--- config.mk ---
export PLATFORM = sky130hd
export DESIGN_NAME = reg_file_mp_flat
export DESIGN_NICKNAME = d
export VERILOG_FILES = /design/src/rtl/reg_file_mp_if.sv /design/src/rtl/reg_file_mp.sv /design/src/flat_wrapper.sv
export SDC_FILE = /design/constraint.sdc
export NUM_CORES = 1
export LEC_CHECK = 0
export ABC_AREA = 1
export CORE_MARGIN = 10
export CORE_UTILIZATION = 45
export DETAILED_ROUTE_END_ITERATION = 12
export GPL_TIMING_DRIVEN = 0
export PLACE_DENSITY = 0.73
export SYNTH_ARGS = -nofsm -noshare
export SYNTH_HDL_FRONTEND = slang
export SYNTH_SLANG_ARGS = --single-unit
--- constraint.sdc ---
create_clock -name i_clk -period 1.6 [get_ports i_clk]
set_input_delay 0.32 -clock i_clk [delete_from_list [all_inputs] [get_ports i_clk]]
set_output_delay 0.32 -clock i_clk [all_outputs]
set_load 0.005 [all_outputs]
--- src/rtl/reg_file_mp_if.sv ---
// Decode/writeback bus of the multi-port register file.
// Write ports D and D2, read ports A and B, and the alloc request.
interface reg_file_mp_if #(
    parameter int DATA_W = 16,
    parameter int ADDR_W = 3
);
    logic              i_en;
    logic              i_we;
    logic [ADDR_W-1:0] i_selD;
    logic [DATA_W-1:0] i_dataD;
    logic              i_we2;
    logic [ADDR_W-1:0] i_selD2;
    logic [DATA_W-1:0] i_dataD2;
    logic [ADDR_W-1:0] i_selA;
    logic [ADDR_W-1:0] i_selB;
    logic              i_alloc;
    logic [ADDR_W-1:0] i_selAlloc;
    logic [DATA_W-1:0] o_dataA;
    logic [DATA_W-1:0] o_dataB;
    logic              o_rdyA;
    logic              o_rdyB;

    modport master (
        output i_en, i_we, i_selD, i_dataD,
        output i_we2, i_selD2, i_dataD2,
        output i_selA, i_selB, i_alloc, i_selAlloc,
        input  o_dataA, o_dataB, o_rdyA, o_rdyB
    );

    modport slave (
        input  i_en, i_we, i_selD, i_dataD,
        input  i_we2, i_selD2, i_dataD2,
        input  i_selA, i_selB, i_alloc, i_selAlloc,
        output o_dataA, o_dataB, o_rdyA, o_rdyB
    );
endinterface

--- src/rtl/reg_file_mp.sv ---
// Two-read/two-write register file with optional bypass, optional zero r0,
// and a pending-write scoreboard driving registered ready flags.
module reg_file_mp #(
    parameter int DATA_W  = 16,
    parameter int ADDR_W  = 3,
    parameter int BYPASS  = 1,
    parameter int ZERO_R0 = 0
) (
    input logic         i_clk,
    input logic         i_rst,
    reg_file_mp_if.slave bus
);
    localparam int DEPTH = 2 ** ADDR_W;

    logic [DEPTH-1:0][DATA_W-1:0] regs_q, regs_d;
    logic [DEPTH-1:0]             pend_q, pend_d;
    logic [DATA_W-1:0]            data_a_q, data_a_d;
    logic [DATA_W-1:0]            data_b_q, data_b_d;
    logic                         rdy_a_q, rdy_a_d;
    logic                         rdy_b_q, rdy_b_d;

    function automatic logic is_r0(input logic [ADDR_W-1:0] sel);
        return (ZERO_R0 != 0) && (sel == '0);
    endfunction

    always_comb begin
        regs_d   = regs_q;
        pend_d   = pend_q;
        data_a_d = data_a_q;
        data_b_d = data_b_q;
        rdy_a_d  = rdy_a_q;
        rdy_b_d  = rdy_b_q;
        if (bus.i_en) begin
            // D2 applied first so port D overrides it on an address clash
            if (bus.i_we2 && !is_r0(bus.i_selD2))
                regs_d[bus.i_selD2] = bus.i_dataD2;
            if (bus.i_we && !is_r0(bus.i_selD))
                regs_d[bus.i_selD] = bus.i_dataD;
            if (bus.i_we2)
                pend_d[bus.i_selD2] = 1'b0;
            if (bus.i_we)
                pend_d[bus.i_selD] = 1'b0;
            if (bus.i_alloc)
                pend_d[bus.i_selAlloc] = 1'b1;
            if (ZERO_R0 != 0)
                pend_d[0] = 1'b0;

            // regs_d already carries same-edge writes, so it is the bypass view
            if (is_r0(bus.i_selA))
                data_a_d = '0;
            else if (BYPASS != 0)
                data_a_d = regs_d[bus.i_selA];
            else
                data_a_d = regs_q[bus.i_selA];

            if (is_r0(bus.i_selB))
                data_b_d = '0;
            else if (BYPASS != 0)
                data_b_d = regs_d[bus.i_selB];
            else
                data_b_d = regs_q[bus.i_selB];

            rdy_a_d = ~pend_d[bus.i_selA];
            rdy_b_d = ~pend_d[bus.i_selB];
        end
    end

    always_ff @(posedge i_clk) begin
        if (i_rst) begin
            regs_q   <= '0;
            pend_q   <= '0;
            data_a_q <= '0;
            data_b_q <= '0;
            rdy_a_q  <= 1'b1;
            rdy_b_q  <= 1'b1;
        end else begin
            regs_q   <= regs_d;
            pend_q   <= pend_d;
            data_a_q <= data_a_d;
            data_b_q <= data_b_d;
            rdy_a_q  <= rdy_a_d;
            rdy_b_q  <= rdy_b_d;
        end
    end

    assign bus.o_dataA = data_a_q;
    assign bus.o_dataB = data_b_q;
    assign bus.o_rdyA  = rdy_a_q;
    assign bus.o_rdyB  = rdy_b_q;
endmodule

--- src/flat_wrapper.sv ---
// flat-port wrapper written by rule: the top's interface ports become plain ports
module reg_file_mp_flat 
#(
    parameter int DATA_W  = 16,
    parameter int ADDR_W  = 3,
    parameter int BYPASS  = 1,
    parameter int ZERO_R0 = 0
)
  (i_clk, i_rst, bus_i_en, bus_i_we, bus_i_selD, bus_i_dataD, bus_i_we2, bus_i_selD2, bus_i_dataD2, bus_i_selA, bus_i_selB, bus_i_alloc, bus_i_selAlloc, bus_o_dataA, bus_o_dataB, bus_o_rdyA, bus_o_rdyB);
  reg_file_mp_if #(.DATA_W(DATA_W), .ADDR_W(ADDR_W)) bus_i ();
  input logic i_clk;
  input logic i_rst;
  input wire logic [$bits(bus_i.i_en)-1:0] bus_i_en;
  input wire logic [$bits(bus_i.i_we)-1:0] bus_i_we;
  input wire logic [$bits(bus_i.i_selD)-1:0] bus_i_selD;
  input wire logic [$bits(bus_i.i_dataD)-1:0] bus_i_dataD;
  input wire logic [$bits(bus_i.i_we2)-1:0] bus_i_we2;
  input wire logic [$bits(bus_i.i_selD2)-1:0] bus_i_selD2;
  input wire logic [$bits(bus_i.i_dataD2)-1:0] bus_i_dataD2;
  input wire logic [$bits(bus_i.i_selA)-1:0] bus_i_selA;
  input wire logic [$bits(bus_i.i_selB)-1:0] bus_i_selB;
  input wire logic [$bits(bus_i.i_alloc)-1:0] bus_i_alloc;
  input wire logic [$bits(bus_i.i_selAlloc)-1:0] bus_i_selAlloc;
  output wire logic [$bits(bus_i.o_dataA)-1:0] bus_o_dataA;
  output wire logic [$bits(bus_i.o_dataB)-1:0] bus_o_dataB;
  output wire logic [$bits(bus_i.o_rdyA)-1:0] bus_o_rdyA;
  output wire logic [$bits(bus_i.o_rdyB)-1:0] bus_o_rdyB;
  assign bus_i.i_en = bus_i_en;
  assign bus_i.i_we = bus_i_we;
  assign bus_i.i_selD = bus_i_selD;
  assign bus_i.i_dataD = bus_i_dataD;
  assign bus_i.i_we2 = bus_i_we2;
  assign bus_i.i_selD2 = bus_i_selD2;
  assign bus_i.i_dataD2 = bus_i_dataD2;
  assign bus_i.i_selA = bus_i_selA;
  assign bus_i.i_selB = bus_i_selB;
  assign bus_i.i_alloc = bus_i_alloc;
  assign bus_i.i_selAlloc = bus_i_selAlloc;
  assign bus_o_dataA = bus_i.o_dataA;
  assign bus_o_dataB = bus_i.o_dataB;
  assign bus_o_rdyA = bus_i.o_rdyA;
  assign bus_o_rdyB = bus_i.o_rdyB;
  reg_file_mp #(.DATA_W(DATA_W), .ADDR_W(ADDR_W), .BYPASS(BYPASS), .ZERO_R0(ZERO_R0)) u_core (.i_clk(i_clk), .i_rst(i_rst), .bus(bus_i));
endmodule
==> results.yml <==
sta:
  fin_skew_ns: 0.0201
  worst_pin_slew_ns: 1.07
  holdWs_ns: 0.313
  fin_crit_sh_pct: 104
  setup_viol: 7
  tns_ns: -0.146
  finalCriticalPeriod_ns: 1.66
  slew_headroom_pct: 28.6
  slew_viol_final: 0
  fin_ws_ns: -0.0577
  maxClockFrequency_mhz: 603
  hold_viol: 0
layout:
  final.fill_count: 2557
  nets: 2260
  drive_above_1_share_pct: 23.0
  regArea_um2: 3410
  multi_input_area_um2: 8570
  final_util_pct: 61.5
  area_growth_pct: 34.7
setup_path:
  crit_type: "input pin to flip-flop"
  crit_arrival_ns: 2.00
  crit_path_max_fanout: 10
  cp-end-kind: "flip-flop"
  path_buf_inv: 3
  timing.rr.start: "u_core.regs_q[31]$_SDFFE_PP0P_"
  cpMostUsedCell: "nand3_1"
  slowest_delay_ns: 0.63
  path_delay_family: "buffers and inverters"
  crit_chain: "clkbuf_2 > inv_1 > buf_1 > nand3_1 > nand3_1 > nand3_2 > nand2_1 > a21oi_2"
  r2r_cells: 8
  cp-start-kind: "input pin"
  cp.required_ns: 1.94
  cp_slowest_cell: "buf_1"
  startpoint: "bus_i_selB[0]"
  r2r_end: "u_core.bus.o_dataA[15]$_SDFFE_PP0P_"
  reg2reg_slack_ns: 0.22
cts:
  clock_path_buffers: 2
  numCtsBuffers: 17
  cts.sinks: 170
  cts_hold_buf: 0
  root_buffer: "clkbuf_16"
  insertion_delay_ns: 0.47
  cts_tree: "done"
  path_clk_slew_ns: 0.08
  htreeDepth: 4
global_route:
  grt_use_total_pct: 38.3
  grt_overflow_total: 0
  grt_pass1_vias: 15100
  grt_pass1_wl_um: 97100
  antenna_found_initial: 2
  grt_max_degree: 20
logic_synthesis:
  synthDistinctLibCells: 20
  yosysSeqAreaShare_pct: 27.7
  yosysMostFrequentCell: "nand3_1"
  synth_xor_area_share_pct: 0
  synth.ff_latch_count: 170
  synth_area_leader_cell: "nand3_1"
  synth_top_area_share_pct: 33.4
  synth_common_cells: "nand3_1, nand2_1, inv_1"
  synth_area_um2: 12300
  synth_compound_area_share_pct: 11.3
  synthAdderAreaFrac_pct: 0
  synth_fp_nets: 2119
  yosys_warnings: 0
  synth_edf_count: 0
  avgSynthCellArea_um2: 5.95
  synth-simple-area-share_pct: 45.7
  synth_area_leaders: "nand3_1, dfxtp_1, nand2_1, inv_1, o211ai_1"
  synth.area.mux_share_pct: 0
  ys_async_sr_fraction_pct: 0
  synth_cells: 2066
  ys.flop_type: "dfxtp_1"
  synth_top_family_by_area: "simple AND/OR/NAND/NOR gates"
run_status:
  violations: "setup timing"
  outcome: "finished, violations left"
hold_path:
  worst_hold_path.endpoint: "u_core.bus.o_rdyA$_SDFFE_PP1P_"
  whs_path_depth: 3
  hp-class: "input pin to flip-flop"
  hp-start: "i_rst"
power_and_ir_drop:
  irDropWorstVdd_uv: 761
  power_mw: 13.2
  p_leak_nw: 8.26
  p_per_area_nw_per_um2: 799
detailed_routing:
  routed_via_density: 6.47
  drt_iter0_drc: 2331
  route.detailed.drc: 0
  routed_wl_um: 67600
  wl_per_cell_um: 26.4
  dr_total_vias: 16600
  ant_nets: 0
  first_pass_iters: 7
place:
  portBuffers: 62
  gp_congestion: 1.01
  dpl.hpwl_um: 47900
floorplanning:
  coreArea_um2: 27000
  start_util_pct: 45.6
  dieWidth_um: 185
  rows: 60
  die-area_um2: 34300
  ios: 87
  die_h_um: 185
run:
  max_cap_viol_count: 0
-- cell type report --
class | count | area share, %
Sequential cell | 170 | 20.6
Clock buffer | 18 | 2.59
Buffer | 163 | 6.04
Clock inverter | 14 | 0.952
Inverter | 313 | 7.80
Timing Repair Buffer | 124 | 7.73
Antenna cell | 1 | 0.0151
Multi-Input combinational cell | 1418 | 51.7
Tap cell | 341 | 2.58
-- stage by stage --
| stage | cells | area [um^2] | worst slack (ns) |
|---|---|---|---|
| floorplan | 2066 | 12300 | 0.0137 |
| global placement | 2469 | 13300 | -1.41 |
| detailed placement | 2469 | 13300 | -1.41 |
| CTS | 2552 | 15800 | 0.000191 |
| global route | 2562 | 16600 | -0.0174 |
| finish | 2562 | 16600 | -0.0577 |
-- cell families (layout without fill, tap and decap cells) --
| group | after synthesis | after routing |
|---|---|---|
| and+or+nand+nor | 1205 | 1205 |
| buffers and inverters | 478 | 632 |
| AOI/OAI and AO/OA | 213 | 213 |
| DFF | 170 | 170 |
| other | 0 | 1 |
-- state kept, by name (all words and copies together), names as in the netlist --
register            flops
u_core.bus.o_rdyA       1
u_core.regs_q         128
u_core.bus.o_dataA     16
u_core.bus.o_dataB     16
u_core.bus.o_rdyB       1
u_core.pend_q           8
-- tightest hold or removal path, cell delays in order --
cell and delay (ns):
clkbuf_1 0.20, a21oi_1 0.17, nand2_1 0.06
-- timing repair --
action / CTS / global route
gates cloned: 1 / 1
pin swaps: 61 / 72
resized for setup: 382 / 209
buffers inserted: 51 / 9
endpoints found under the setup margin: 204 / 34
-- power by group --
part | total [mW] | switching [mW] | internal (mW) | leakage [nW]
Combinational | 4.08 | 2.76 | 1.32 | 6.57
Clock | 4.45 | 2.12 | 2.33 | 0.279
Sequential | 4.71 | 0.163 | 4.55 | 1.41
-- how the worst max path moves through the flow --
stage | end | slack, ns | cells after the start
global placement | u_core.bus.o_dataB[9]$_SDFFE_PP0P_ | -1.41 | 12
floorplan | u_core.bus.o_dataB[10]$_SDFFE_PP0P_ | 0.01 | 9
CTS | u_core.bus.o_dataA[9]$_SDFFE_PP0P_ | 0.0002 | 12
detailed placement | u_core.bus.o_dataB[9]$_SDFFE_PP0P_ | -1.41 | 12
global route | u_core.bus.o_dataB[5]$_SDFFE_PP0P_ | -0.02 | 9
finish | u_core.bus.o_dataB[12]$_SDFFE_PP0P_ | -0.06 | 8
-- per-layer routing --
metal / share of wire (%) / wire (um) / up-vias / global-route usage, %
met5: 0 / 0 / - / 0
met2: 43 / 29300 / 1207 / 58.9
met3: 10 / 7010 / 353 / 6.54
met4: 10 / 6950 / 0 / 31.4
li1: - / - / 7262 / -
met1: 36 / 24300 / 7749 / 46.1
-- layout by cell type (no fill, tap or decap), types with 5 or more instances in the layout --
cell type        netlist  final
o211ai_1             131    131
inv_6                  0     11
nor2_1                15     10
dlygate4sd2_1          0     34
buf_12                 0     15
a21oi_2                0      7
clkbuf_1              89     50
dfxtp_1              170    168
clkbuf_4               0      8
a21oi_1               38     31
nand2_1              348    302
nand3_4                0     27
nand3_1              820    617
buf_2                 35     24
nor2_4                 2     10
buf_8                  0     12
inv_1                304    279
dlymetal6s2s_1         0      5
clkinvlp_4             0     20
clkdlybuf4s50_1        0     15
buf_4                  9     49
nand4_1                5      5
nand3_2                0    176
buf_1                 30     18
clkbuf_16              0     19
nand2_8                0      6
clkbuf_2               0     34
buf_6                  2     17
o21ai_0               43     41
nand2_2               12     40
nand2_4                0     12
(Power assumes the default switching activity.)
